### src/rtl/booth_seq_multiplier.sv
// booth_seq_multiplier
//   Multi-cycle radix-2 Booth multiplier. Each operation runs one add/shift
//   step per cycle. A per-operation sgn input selects signed or unsigned
//   operands.
//
//   Ports
//     clk    rising-edge clock
//     rst    synchronous, active-high reset
//     start  request, taken only while ready=1
//     sgn    1 = two's complement operands, 0 = unsigned (sampled with start)
//     a, b   multiplicand / multiplier (sampled with start)
//     ready  block can accept start this cycle
//     busy   iteration in progress
//     done   one-cycle pulse, c holds a new result
//     c      2*WIDTH-bit product, held until the next result
//
//   state | meaning
//   IDLE  | waiting for start, c holds last result
//   RUN   | one Booth add/shift step per cycle, WIDTH+1 steps
//   DONE  | result valid pulse; a new start may be taken here
module booth_seq_multiplier #(
    parameter int WIDTH = 8
) (
    input  logic                 clk,
    input  logic                 rst,
    input  logic                 start,
    input  logic                 sgn,
    input  logic [WIDTH-1:0]     a,
    input  logic [WIDTH-1:0]     b,
    output logic                 ready,
    output logic                 busy,
    output logic                 done,
    output logic [2*WIDTH-1:0]   c
);

    localparam int CNT_W = $clog2(WIDTH + 2);

    typedef enum logic [1:0] {
        IDLE = 2'd0,
        RUN  = 2'd1,
        DONE = 2'd2
    } state_t;

    state_t state, state_nxt;

    // Operands are extended by one bit so a single Booth recoding handles
    // both signed and unsigned inputs.
    logic [WIDTH:0]   m_reg;
    logic [WIDTH:0]   q_reg;
    // One guard bit above M so subtracting the most negative M cannot overflow.
    logic [WIDTH+1:0] acc;
    logic             q_1;
    logic [CNT_W-1:0] cnt;

    logic             accept;
    logic             last_iter;
    logic [WIDTH+1:0] m_ext;
    logic [WIDTH+1:0] sum;
    logic [WIDTH+1:0] acc_sh;
    logic [WIDTH:0]   q_sh;

    // One Booth step: add/subtract, then arithmetic right shift of {A, Q, q_1}.
    always_comb begin
        m_ext = {m_reg[WIDTH], m_reg};
        case ({q_reg[0], q_1})
            2'b01:   sum = acc + m_ext;
            2'b10:   sum = acc - m_ext;
            default: sum = acc;
        endcase
        acc_sh = {sum[WIDTH+1], sum[WIDTH+1:1]};
        q_sh   = {sum[0], q_reg[WIDTH:1]};
    end

    always_ff @(posedge clk) begin
        if (rst) begin
            state <= IDLE;
        end else begin
            state <= state_nxt;
        end
    end

    // Outputs decode only the state register, so there is no path from the
    // inputs to the outputs.
    always_comb begin
        state_nxt = state;
        accept    = 1'b0;
        last_iter = 1'b0;
        ready     = 1'b0;
        busy      = 1'b0;
        done      = 1'b0;
        case (state)
            IDLE: begin
                ready = 1'b1;
                if (start) begin
                    accept    = 1'b1;
                    state_nxt = RUN;
                end
            end
            RUN: begin
                busy = 1'b1;
                if (cnt == CNT_W'(WIDTH)) begin
                    last_iter = 1'b1;
                    state_nxt = DONE;
                end
            end
            DONE: begin
                ready = 1'b1;
                done  = 1'b1;
                if (start) begin
                    accept    = 1'b1;
                    state_nxt = RUN;
                end else begin
                    state_nxt = IDLE;
                end
            end
            default: state_nxt = IDLE;
        endcase
    end

    always_ff @(posedge clk) begin
        if (rst) begin
            m_reg <= '0;
            q_reg <= '0;
            acc   <= '0;
            q_1   <= 1'b0;
            cnt   <= '0;
            c     <= '0;
        end else if (accept) begin
            m_reg <= sgn ? {a[WIDTH-1], a} : {1'b0, a};
            q_reg <= sgn ? {b[WIDTH-1], b} : {1'b0, b};
            acc   <= '0;
            q_1   <= 1'b0;
            cnt   <= '0;
        end else if (state == RUN) begin
            acc   <= acc_sh;
            q_reg <= q_sh;
            q_1   <= q_reg[0];
            cnt   <= cnt + CNT_W'(1);
            if (last_iter) begin
                c <= {acc_sh[WIDTH-2:0], q_sh};
            end
        end
    end

endmodule

### config.mk
export PLATFORM = sky130hd
export DESIGN_NAME = booth_seq_multiplier
export DESIGN_NICKNAME = d
export VERILOG_FILES = /design/src/rtl/booth_seq_multiplier.sv
export SDC_FILE = /design/constraint.sdc
export NUM_CORES = 1
export LEC_CHECK = 0
export CAP_MARGIN = 20
export CORE_AREA = 2 2 104 106
export CTS_CLUSTER_SIZE = 16
export DETAILED_ROUTE_END_ITERATION = 6
export DIE_AREA = 0 0 106 108
export DONT_BUFFER_PORTS = 1
export PLACE_DENSITY = 0.38
export SLEW_MARGIN = 5
export SYNTH_ARGS = -nofsm -noshare
export SYNTH_HDL_FRONTEND = slang
export SYNTH_SLANG_ARGS = --single-unit
### constraint.sdc
create_clock -name clk -period 3.2 [get_ports clk]
set_input_delay 0.64 -clock clk [delete_from_list [all_inputs] [get_ports clk]]
set_output_delay 0.64 -clock clk [all_outputs]
set_load 0.01 [all_outputs]
Yosys cells after proc, flatten, opt, wreduce, memory -nomap -nowiden
Index checks and enable logic that the tools add are counted.
{"block": "totals", "ff_bits": 50, "input_bits": 20, "elab_cells": 40}
{"block": "classes", "n_addsub": 3, "n_eq_ne": 7, "mux": 16, "n_bitwise": 1, "n_reduce_logical": 6}
{"operator": "9-bit 2-to-1 mux", "count": 4}
{"operator": "10-bit case mux with 2 select lines", "count": 1}
{"operator": "9-bit by 9-bit adder with 10-bit output", "count": 1}
{"operator": "9-bit by 9-bit subtractor with 10-bit output", "count": 1}
{"operator": "1-bit 2-to-1 mux", "count": 8}
{"operator": "2-bit case mux with 3 select lines", "count": 1}
{"operator": "4-bit by 1-bit adder with 4-bit output (second input constant)", "count": 1}
{"operator": "2-bit by 1-bit equality test with 1-bit output (second input constant)", "count": 2}
{"operator": "2-bit equality test (second input constant)", "count": 2}
{"operator": "4-bit equality test (second input constant)", "count": 1}
{"operator": "2-bit 2-to-1 mux", "count": 2}
{"operator": "2-bit inequality test (second input constant)", "count": 2}
{"operator": "2-bit OR reduction", "count": 2}
{"operator": "3-bit AND reduction", "count": 1}
{"operator": "2-bit zero test", "count": 1}
{"operator": "2-bit AND reduction", "count": 1}
{"operator": "2-bit nonzero test", "count": 1}
{"operator": "1-bit inverter", "count": 1}

Depth between registers and ports, before layout
Gate-level depths: netlist of the first run.
{"block": "logic_depth", "word_depth": 5, "depth_mapped": 13, "ltp_nobuf": 13}

Least setup slack after synthesis of the first run
OpenSTA, ideal clock, no wires.
{"block": "synth_path", "path_kind": "flip-flop to flip-flop", "from": "reg q_reg[0]", "to": "reg, netlist name acc[8]", "setup_ps": 118, "t_arrival_ps": 2466, "required_time_ps": 3082, "slack_ps": 616, "stages_incl_launch_ff": 11, "n_path_buf": 1, "synth_period_minus_slack_ps": 2584, "cell_sequence": "dfxtp_1 -> ha_1 -> clkbuf_1 -> mux2i_1 -> ha_1 -> nor2b_2 -> o2111ai_2 -> a211o_1 -> a21oi_1 -> or4b_1 -> mux2i_1"}
{"block": "synth_between", "elab_chain_cells": 2, "elab_cells_between_ends": 3, "classes_between": "2 x eq/ne; 1 x mux"}
{"item": "start, declared", "line_no": "49", "rtl": "logic [WIDTH:0] q_reg;"}
{"item": "start signal, assigned", "line_no": "130", "rtl": "q_reg <= sgn ? {b[WIDTH-1], b} : {1'b0, b};"}
{"item": "start signal, assigned", "line_no": "136", "rtl": "q_reg <= q_sh;"}
{"item": "2-bit equality test or 2-bit by 1-bit equality test with 1-bit output (tied branches)", "line_no": "65", "rtl": "case ({q_reg[0], q_1})"}
{"item": "10-bit case mux with 2 select lines (*)", "line_no": "65"}
Every way passes the cells marked *; elsewhere a longest branch is shown, timed or not.
A chain may end at the register's enable or synchronous reset.

Final worst setup path of the first run
{"block": "layout_path", "from": "reg m_reg[0]", "to": "reg, netlist name acc[8]"}
{"block": "layout_between", "elab_chain_cells": 2, "elab_cells_between_ends": 3, "classes_between": "2 x add/sub; 1 x mux"}
{"item": "start, declared", "line_no": "48", "rtl": "logic [WIDTH:0] m_reg;"}
{"item": "start signal, assigned", "line_no": "129", "rtl": "m_reg <= sgn ? {a[WIDTH-1], a} : {1'b0, a};"}
{"item": "9-bit by 9-bit subtractor with 10-bit output or 9-bit by 9-bit adder with 10-bit output (tied branches)", "line_no": "67, 66"}
{"item": "10-bit case mux with 2 select lines (*)", "line_no": "65"}
Marks and branches as above.

==> flow_metrics.tcl, run 1 <==
set metrics [dict create \
    slew_violations 0 \
    cts_tree "done" \
    die_x_um 106 \
    hold_viol_final 0 \
    synthMuxAreaShare_pct 2.40 \
    postSynth.asyncResetShare_pct 0 \
    numPortBuffers 0 \
    grtUsageMet1_pct 16.2 \
    synth_warnings 0 \
    hold_slack_ns 0.392 \
    antenna_found_initial 0 \
    required_ns 3.40 \
    overflow 0 \
    vias_per_cell 4.53 \
    antennaDiodeCount 0 \
    grt_pass1_vias 2003 \
    initial_utilization_pct 24.5 \
    numCtsBuffers 5 \
    cts_hold_buf 0 \
    coreArea_um2 10200 \
    relSlewSlack_pct 58.9 \
    p_total_uw 1390 \
    setup_viol 0 \
    hp-class "primary input to register" \
    rrSetupSlack_ns 0.39 \
    synth_top_family_by_area "compound AO/OA/AOI/OAI gates" \
    setup_tns_ns 0 \
    end_kind "register" \
    multi_input_area_um2 1400 \
    insertion_delay_ns 0.31 \
    period_share_pct 87.8 \
    r2r-start "m_reg[0]$_SDFFE_PP0P_" \
    synth_cells 310 \
    drive_gt1_share_pct 7.17 \
    yosys.area_share.adder_pct 7.29 \
    drtIter0Drc 68 \
    synth-xor-area-share_pct 5.59 \
    worst_slew_pin_slew_ns 0.614 \
    outcome "completed" \
    cts_resized 0 \
    synthSimpleGateAreaFrac_pct 19.6 \
    grt_pass1_wl_mm 10.4 \
    drcViolationCount 0 \
    syn_area_per_cell_um2 8.08 \
    largest_reg_flops 16 \
    instances_no_fill 443 \
    dieArea_um2 11400 \
    via_count 2005 \
    holdCritStartpoint "rst" \
    root_buffer "clkbuf_8" \
    synth_nets 344 \
    leakagePower_uw 0.000983 \
    yosysSeqAreaShare_pct 40.0 \
    met2_usage_pct 17.8 \
    cts_setup_buffers 0 \
    netlist_area_um2 2500 \
    fmax_ghz 0.356 \
    arrival_ns 3.01 \
    wl_per_cell_um 14.2 \
    synth_compound_area_share_pct 21.0 \
    met3_usage_pct 3.01 \
    fin_area_um2 2750 \
    yosysUniqueCellTypes 42 \
    layout.nets 340 \
    ant_nets 0 \
    finClkSkew_ns 0.00981 \
    routed_wl_mm 6.29 \
    start_kind "register" \
    dp.final_hpwl_mm 4.73 \
    rows 37 \
    p_per_area_nw_per_um2 504 \
    top_usage_layer "met2" \
    fillers 1135 \
    top_register "c" \
    ys_ff_latch 50 \
    cts.path.max_buffers 2 \
    area_growth_pct 9.89 \
    drv_cap 0 \
    path_max_fanout 5 \
    crit_type "register to register" \
    cts_num_sinks 50 \
    gp_congestion 0.773 \
    die_h_um 108 \
    synth_top_flop_cell "dfxtp_1" \
    placed_cells 435 \
    ir_drop_v 0.000183 \
    startpoint "m_reg[0]$_SDFFE_PP0P_" \
    synth_edf_count 0 \
    regArea_um2 1000 \
    rsz0062_at_grt "no" \
    place_area_um2 2650 \
    io_pins 39 \
    grt_usage_pct 11.6 \
    drtPass1Iterations 4 \
    grt_max_degree 40 \
    clk_pin_slew_worst_paths_ns 0.10 \
    h-tree-depth 2 \
    fin_crit_ns 2.81 \
]
final cells by class:
cell class                      instances  area share (%)
Multi-Input combinational cell        233            51.0
Sequential cell                        50            36.4
Tap cell                              136            6.18
Clock buffer                            6            3.00
Inverter                               11            1.50
Timing Repair Buffer                    5            1.36
Clock inverter                          2           0.591
Yosys cell counts (2+ instances only):
master / count / area share (%)
a22oi_1: 8 / 2.4
inv_1: 10 / 1.5
or2_2: 2 / 0.50
a21oi_1: 42 / 8.4
nor2_1: 26 / 3.9
clkbuf_1: 14 / 2.1
a31oi_1: 4 / 1.0
mux2i_1: 6 / 2.4
nor2b_1: 2 / 0.50
nor3_1: 4 / 0.80
dfxtp_1: 50 / 40
a21o_1: 3 / 0.90
nand2b_1: 2 / 0.50
o21ai_0: 6 / 1.2
xnor2_1: 12 / 4.2
ha_1: 13 / 6.5
o21a_1: 3 / 0.90
a211oi_1: 10 / 3.0
nand3_1: 3 / 0.60
nand2_1: 64 / 9.6
xor2_1: 4 / 1.4
or3_1: 2 / 0.50
per-layer routing:
metal / wire length, um / share of wire (%)
met5: 0 / 0
met4: 78 / 1.2
met3: 281 / 4.5
met2: 2680 / 43
met1: 3260 / 52
stage by stage:
step | worst slack [ns] | utilization, %
floorplan | 0.616 | -
global placement | 0.437 | 25.9
detailed placement | 0.410 | 25.9
CTS | 0.363 | 26.9
global route | 0.130 | 26.9
finish | 0.390 | 26.9
power by group:
| part | switching (uW) | internal [uW] |
|---|---|---|
| clock | 232 | 179 |
| combinational | 176 | 135 |
| sequential | 22.9 | 644 |
| total | 431 | 958 |
critical path, stage by stage, from the launching register on:
cell	delay, ns
dfxtp_1	0.47
inv_1	0.07
ha_1	0.23
nand2_1	0.09
nor3_1	0.05
nor2_1	0.13
xnor2_1	0.18
ha_1	0.32
a21o_1	0.21
a31oi_1	0.23
a21oi_1	0.09
or4b_1	0.49
mux2i_1	0.13
cells by family after synthesis:
kind of cell	after synthesis
and+or+nand+nor	112
muxes	6
AOI/OAI and AO/OA	85
buffers and inverters	27
adders and majority gates	14
DFF	50
xor gates and xnor gates	16
placed cells by master (no fill, tap or decap), drive strengths merged, types with 2 or more instances in the layout:
cell,Yosys,layout
o21a,3,3
o21ai,6,6
clkbuf,14,6
xor2,4,4
a31oi,4,4
xnor2,12,12
or2,2,2
nor2b,3,3
inv,10,11
a21oi,43,43
a21o,4,4
mux2i,6,6
ha,13,13
nor2,27,27
nand3,3,3
nor3,4,4
nand2,64,64
dfxtp,50,50
buf,2,5
or3,2,2
a211oi,10,10
nand2b,2,2
a22oi,8,8
final timing paths:
path                                            end  cells past startpoint
worst max-delay path            acc[8]$_SDFFE_PP0P_                     12
worst min register to register     q_1$_SDFFE_PP0P_                      2
worst min-delay path             c[10]$_SDFFE_PP0P_                      1
worst max register to register  acc[8]$_SDFFE_PP0P_                     12
Power figures use the tool's default switching activity.
==> run 2: changes to the inputs <==
- PLACE_DENSITY: 0.38 -> not set
==> run 2 against run 1 <==
Sequential cell count is the same; hold slack improved by 0.011 ns; sequential power is essentially flat; total power grew 2.3%; clock power rose by 7.8%; non-clock buffer count down 1; first-iteration DRC count grew 49%.
==> flow_metrics.tcl, run 2 (synthesized netlist as in run 1, its figures left out) <==
set metrics [dict create \
    outcome "completed" \
    wl_per_cell_um 13.4 \
    path_max_fanout 9 \
    setup_viol 0 \
    worst_slew_pin_slew_ns 0.611 \
    root_buffer "clkbuf_8" \
    setup_tns_ns 0 \
    drv_cap 0 \
    ant_nets 0 \
    dp.final_hpwl_mm 4.51 \
    die_x_um 106 \
    cts_tree "done" \
    largest_reg_flops 16 \
    drive_gt1_share_pct 6.23 \
    h-tree-depth 2 \
    drcViolationCount 0 \
    end_kind "register" \
    cts_num_sinks 50 \
    numCtsBuffers 5 \
    numPortBuffers 0 \
    instances_no_fill 441 \
    start_kind "register" \
    period_share_pct 86.0 \
    leakagePower_uw 0.000984 \
    drtIter0Drc 101 \
    die_h_um 108 \
    arrival_ns 2.97 \
    insertion_delay_ns 0.31 \
    final_common_cell "nand2_1" \
    crit_type "register to register" \
    vias_per_cell 4.68 \
    grt_usage_pct 10.6 \
    grt_pass1_wl_mm 9.65 \
    layout.nets 339 \
    overflow 0 \
    hp-class "primary input to register" \
    gp_congestion 0.825 \
    initial_utilization_pct 24.5 \
    grt_max_degree 40 \
    rsz0062_at_grt "no" \
    cts_setup_buffers 0 \
    routed_wl_mm 5.92 \
    placed_cells 434 \
    fin_crit_ns 2.75 \
    cts_hold_buf 0 \
    finClkSkew_ns 0.0146 \
    antennaDiodeCount 0 \
    area_growth_pct 9.84 \
    layout_common_cells "64 x nand2_1, 50 x dfxtp_1, 42 x a21oi_1" \
    coreArea_um2 10200 \
    cts_resized 0 \
    hold_viol_final 0 \
    p_per_area_nw_per_um2 516 \
    relSlewSlack_pct 59.2 \
    via_count 2064 \
    utilization_pct 26.9 \
    ir_drop_v 0.000159 \
    drtPass1Iterations 4 \
    dieArea_um2 11400 \
    required_ns 3.42 \
    top_register "c" \
    antenna_found_initial 0 \
    rows 37 \
    slew_violations 0 \
    fmax_ghz 0.363 \
    clk_pin_slew_worst_paths_ns 0.10 \
    io_pins 39 \
    cts.path.max_buffers 2 \
    grt_pass1_vias 1954 \
]
## run 2: cell types whose count changed in the layout (fill, tap and decap cells not counted)
cell        change
inv_6           -1
bufinv_16       +1
nor2b_2         -1
clkinvlp_4      -1
buf_4           -1
clkinv_4        +1
nor2b_1         +1
clkbuf_8        -1
## run 2: per-layer routing
metal / wire length (um) / track usage [%] / vias to the layer above
met5: 0 / 0 / -
met4: 80 / 3.38 / 0
met3: 354 / 3.44 / 9
met2: 2710 / 17.1 / 37
met1: 2780 / 13.5 / 958
li1: - / - / 1060
## run 2: area by class of cell
cell class              count  area [um^2]
clock buffers               5         68.8
clock inverters             2         38.8
fillers                  1079         7480
inverters                  11         41.3
multi-input cells         233         1400
flip-flops and latches     50         1000
well taps                 136          170
repair buffers              4         30.0
## run 2: power breakdown
group | total, uW | switching, uW | leakage, uW | internal, uW
combinational | 310 | 176 | 0.000523 | 134
clock | 443 | 213 | 0.0000542 | 230
sequential | 667 | 22.8 | 0.000407 | 644
## run 2: through the flow
step | power, uW | hold WS (ns) | instance area [um^2] | worst slack [ns]
floorplan | 936 | 0.436 | 2500 | 0.616
global placement | 983 | 0.447 | 2640 | 0.471
detailed placement | 990 | 0.460 | 2640 | 0.463
CTS | 1430 | 0.387 | 2750 | 0.446
global route | 1490 | 0.390 | 2750 | 0.214
finish | 1420 | 0.403 | 2750 | 0.448
## run 2: worst paths after layout
kind	start	end	slack, ns	depth (start not counted)
max	q_reg[0]$_SDFFE_PP0P_	acc[8]$_SDFFE_PP0P_	0.45	10
min	rst	c[7]$_SDFFE_PP0P_	0.40	1
max reg2reg	q_reg[0]$_SDFFE_PP0P_	acc[8]$_SDFFE_PP0P_	0.45	10
min reg2reg	q_reg[6]$_SDFFE_PP0P_	q_reg[6]$_SDFFE_PP0P_	0.48	2
## run 2: critical path, stage by stage (launching register included)
cell	delay, ns
dfxtp_1	0.36
ha_1	0.38
nor2_1	0.12
xnor2_1	0.20
ha_1	0.33
a21o_1	0.22
a21oi_2	0.18
a211o_1	0.18
a21oi_1	0.07
or4b_1	0.49
mux2i_1	0.13
==> run 3: changes to the inputs <==
- CORE_AREA: 2 2 104 106 -> 3 3 68 70
- DIE_AREA: 0 0 106 108 -> 0 0 71 73
- PLACE_DENSITY: not set -> 0.76
==> run 3 against run 2 <==
Worst setup slack better by 0.0029 ns; sequential power about the same; combinational power down 1%; routed wire length fell by 12%; via count fell by 2.2%; first-iteration DRC count fell by 27%; critical path type unchanged.
==> flow_metrics.tcl, run 3 (synthesized netlist as in run 1, its figures left out) <==
set metrics [dict create \
    layout.nets 339 \
    p_seq_share_pct 49.6 \
    initial_utilization_pct 62.2 \
    grt_pass1_wl_mm 8.65 \
    grt_max_degree 40 \
    area_growth_pct 4.85 \
    ir_drop_v 0.000340 \
    die_x_um 71 \
    numCtsBuffers 5 \
    cts_num_sinks 50 \
    cts_setup_buffers 0 \
    fin_crit_ns 2.75 \
    cts_tree "done" \
    drv_cap 0 \
    grt_pass1_vias 1825 \
    h-tree-depth 2 \
    period_share_pct 85.9 \
    cts.path.max_buffers 2 \
    slowest_delay_ns 0.49 \
    relSlewSlack_pct 50.4 \
    crit_type "register to register" \
    leakagePower_uw 0.000974 \
    hold_viol_final 0 \
    p_total_uw 1350 \
    drcViolationCount 0 \
    start_kind "register" \
    finClkSkew_ns 0.0107 \
    slew_violations 0 \
    drtIter0Drc 74 \
    antenna_found_initial 0 \
    setup_tns_ns 0 \
    drtPass1Iterations 4 \
    layout_common_cells "64 x nand2_1, 50 x dfxtp_1, 42 x a21oi_1" \
    cts_resized 0 \
    combPwrFrac_pct 22.7 \
    dieArea_um2 5180 \
    insertion_delay_ns 0.31 \
    cts_hold_buf 0 \
    routed_wl_mm 5.22 \
    die_h_um 73 \
    outcome "completed" \
    worstPathCellList "inv_1, ha_1, nand2_1, nor2_1, a21oi_1, xnor2_1, ha_1, a21o_1, a31oi_1, a21oi_1, or4b_1, mux2i_1" \
    setup_viol 0 \
    arrival_ns 2.96 \
    clkPwrFrac_pct 27.7 \
    fmax_ghz 0.364 \
    slowest_stage "or4b_1" \
    rsz0062_at_grt "no" \
    via_count 2018 \
    coreArea_um2 4030 \
    antennaDiodeCount 0 \
    io_pins 39 \
    ant_nets 0 \
    largest_reg_flops 16 \
    dp.final_hpwl_mm 3.82 \
    final_common_cell "nand2_1" \
    top_register "c" \
    root_buffer "clkbuf_8" \
    gp_congestion 0.841 \
    path_max_fanout 5 \
    clk_pin_slew_worst_paths_ns 0.09 \
    wl_per_cell_um 14.6 \
    switching_share_pct 30.7 \
    numPortBuffers 0 \
    hp-class "primary input to register" \
    p_per_area_nw_per_um2 512 \
    rows 23 \
    drive_gt1_share_pct 6.54 \
    worst_slew_pin_slew_ns 0.743 \
    vias_per_cell 5.67 \
    grt_usage_pct 21.3 \
    hold_depth 1 \
    overflow 0 \
    end_kind "register" \
    switchingPower_uw 413 \
    rr_worst_depth 12 \
    internal_power_uw 932 \
    required_ns 3.41 \
]
-- run 3: final cells by class --
class                           count  area [um^2]
Clock buffer                        5         68.8
Clock inverter                      3         21.3
Fill cell                         375         1400
Inverter                           11         41.3
Multi-Input combinational cell    233         1400
Sequential cell                    50         1000
Tap cell                           50         62.6
Timing Repair Buffer                4         30.0
-- run 3: path summary, 6_finish.rpt --
kind                                       startpoint                    end  slack, ns
worst max-delay path            m_reg[0]$_SDFFE_PP0P_    acc[8]$_SDFFE_PP0P_       0.45
worst min-delay path                              rst  m_reg[5]$_SDFFE_PP0P_       0.39
worst max register to register  m_reg[0]$_SDFFE_PP0P_    acc[8]$_SDFFE_PP0P_       0.45
worst min register to register       q_1$_SDFFE_PP0P_       q_1$_SDFFE_PP0P_       0.47
-- run 3: critical path: cells and delay by family (launching register included) --
| family | cells | cell delay (ns) |
|---|---|---|
| simple gates | 3 | 0.62 |
| fa+ha+maj | 2 | 0.54 |
| compound gates | 4 | 0.65 |
| xor+xnor | 1 | 0.17 |
| flops | 1 | 0.46 |
| buf+inv | 1 | 0.07 |
| mux | 1 | 0.14 |
-- run 3: power by group through the flow --
stage | Combinational, uW | Clock [uW] | Sequential (uW)
3_5_place_dp | 306 | 0 | 681
5_1_grt | 346 | 398 | 670
2_1_floorplan | 261 | 0 | 675
4_1_cts | 307 | 378 | 666
6_report | 306 | 372 | 667
3_3_place_gp | 299 | 0 | 680
-- run 3: through the flow --
step / instance area, um^2 / util (%) / instances / setup slack [ns] / hold slack (ns)
final: 2630 / 65.2 / 356 / 0.450 / 0.388
after global routing: 2630 / 65.2 / 356 / 0.187 / 0.374
after CTS: 2630 / 65.2 / 356 / 0.450 / 0.376
after detailed placement: 2540 / 63.0 / 348 / 0.471 / 0.456
after global placement: 2540 / 63.0 / 348 / 0.556 / 0.444
after floorplan: 2500 / - / 310 / 0.616 / 0.436
-- run 3: per-layer routing --
layer  up-vias  routed length [um]  global-route usage (%)
met5         -                   0                       0
met4         0                 100                    8.77
met3        12                 276                    6.06
met2        49                2340                    33.5
met1       898                2500                    27.5
li1       1059                   -                       -
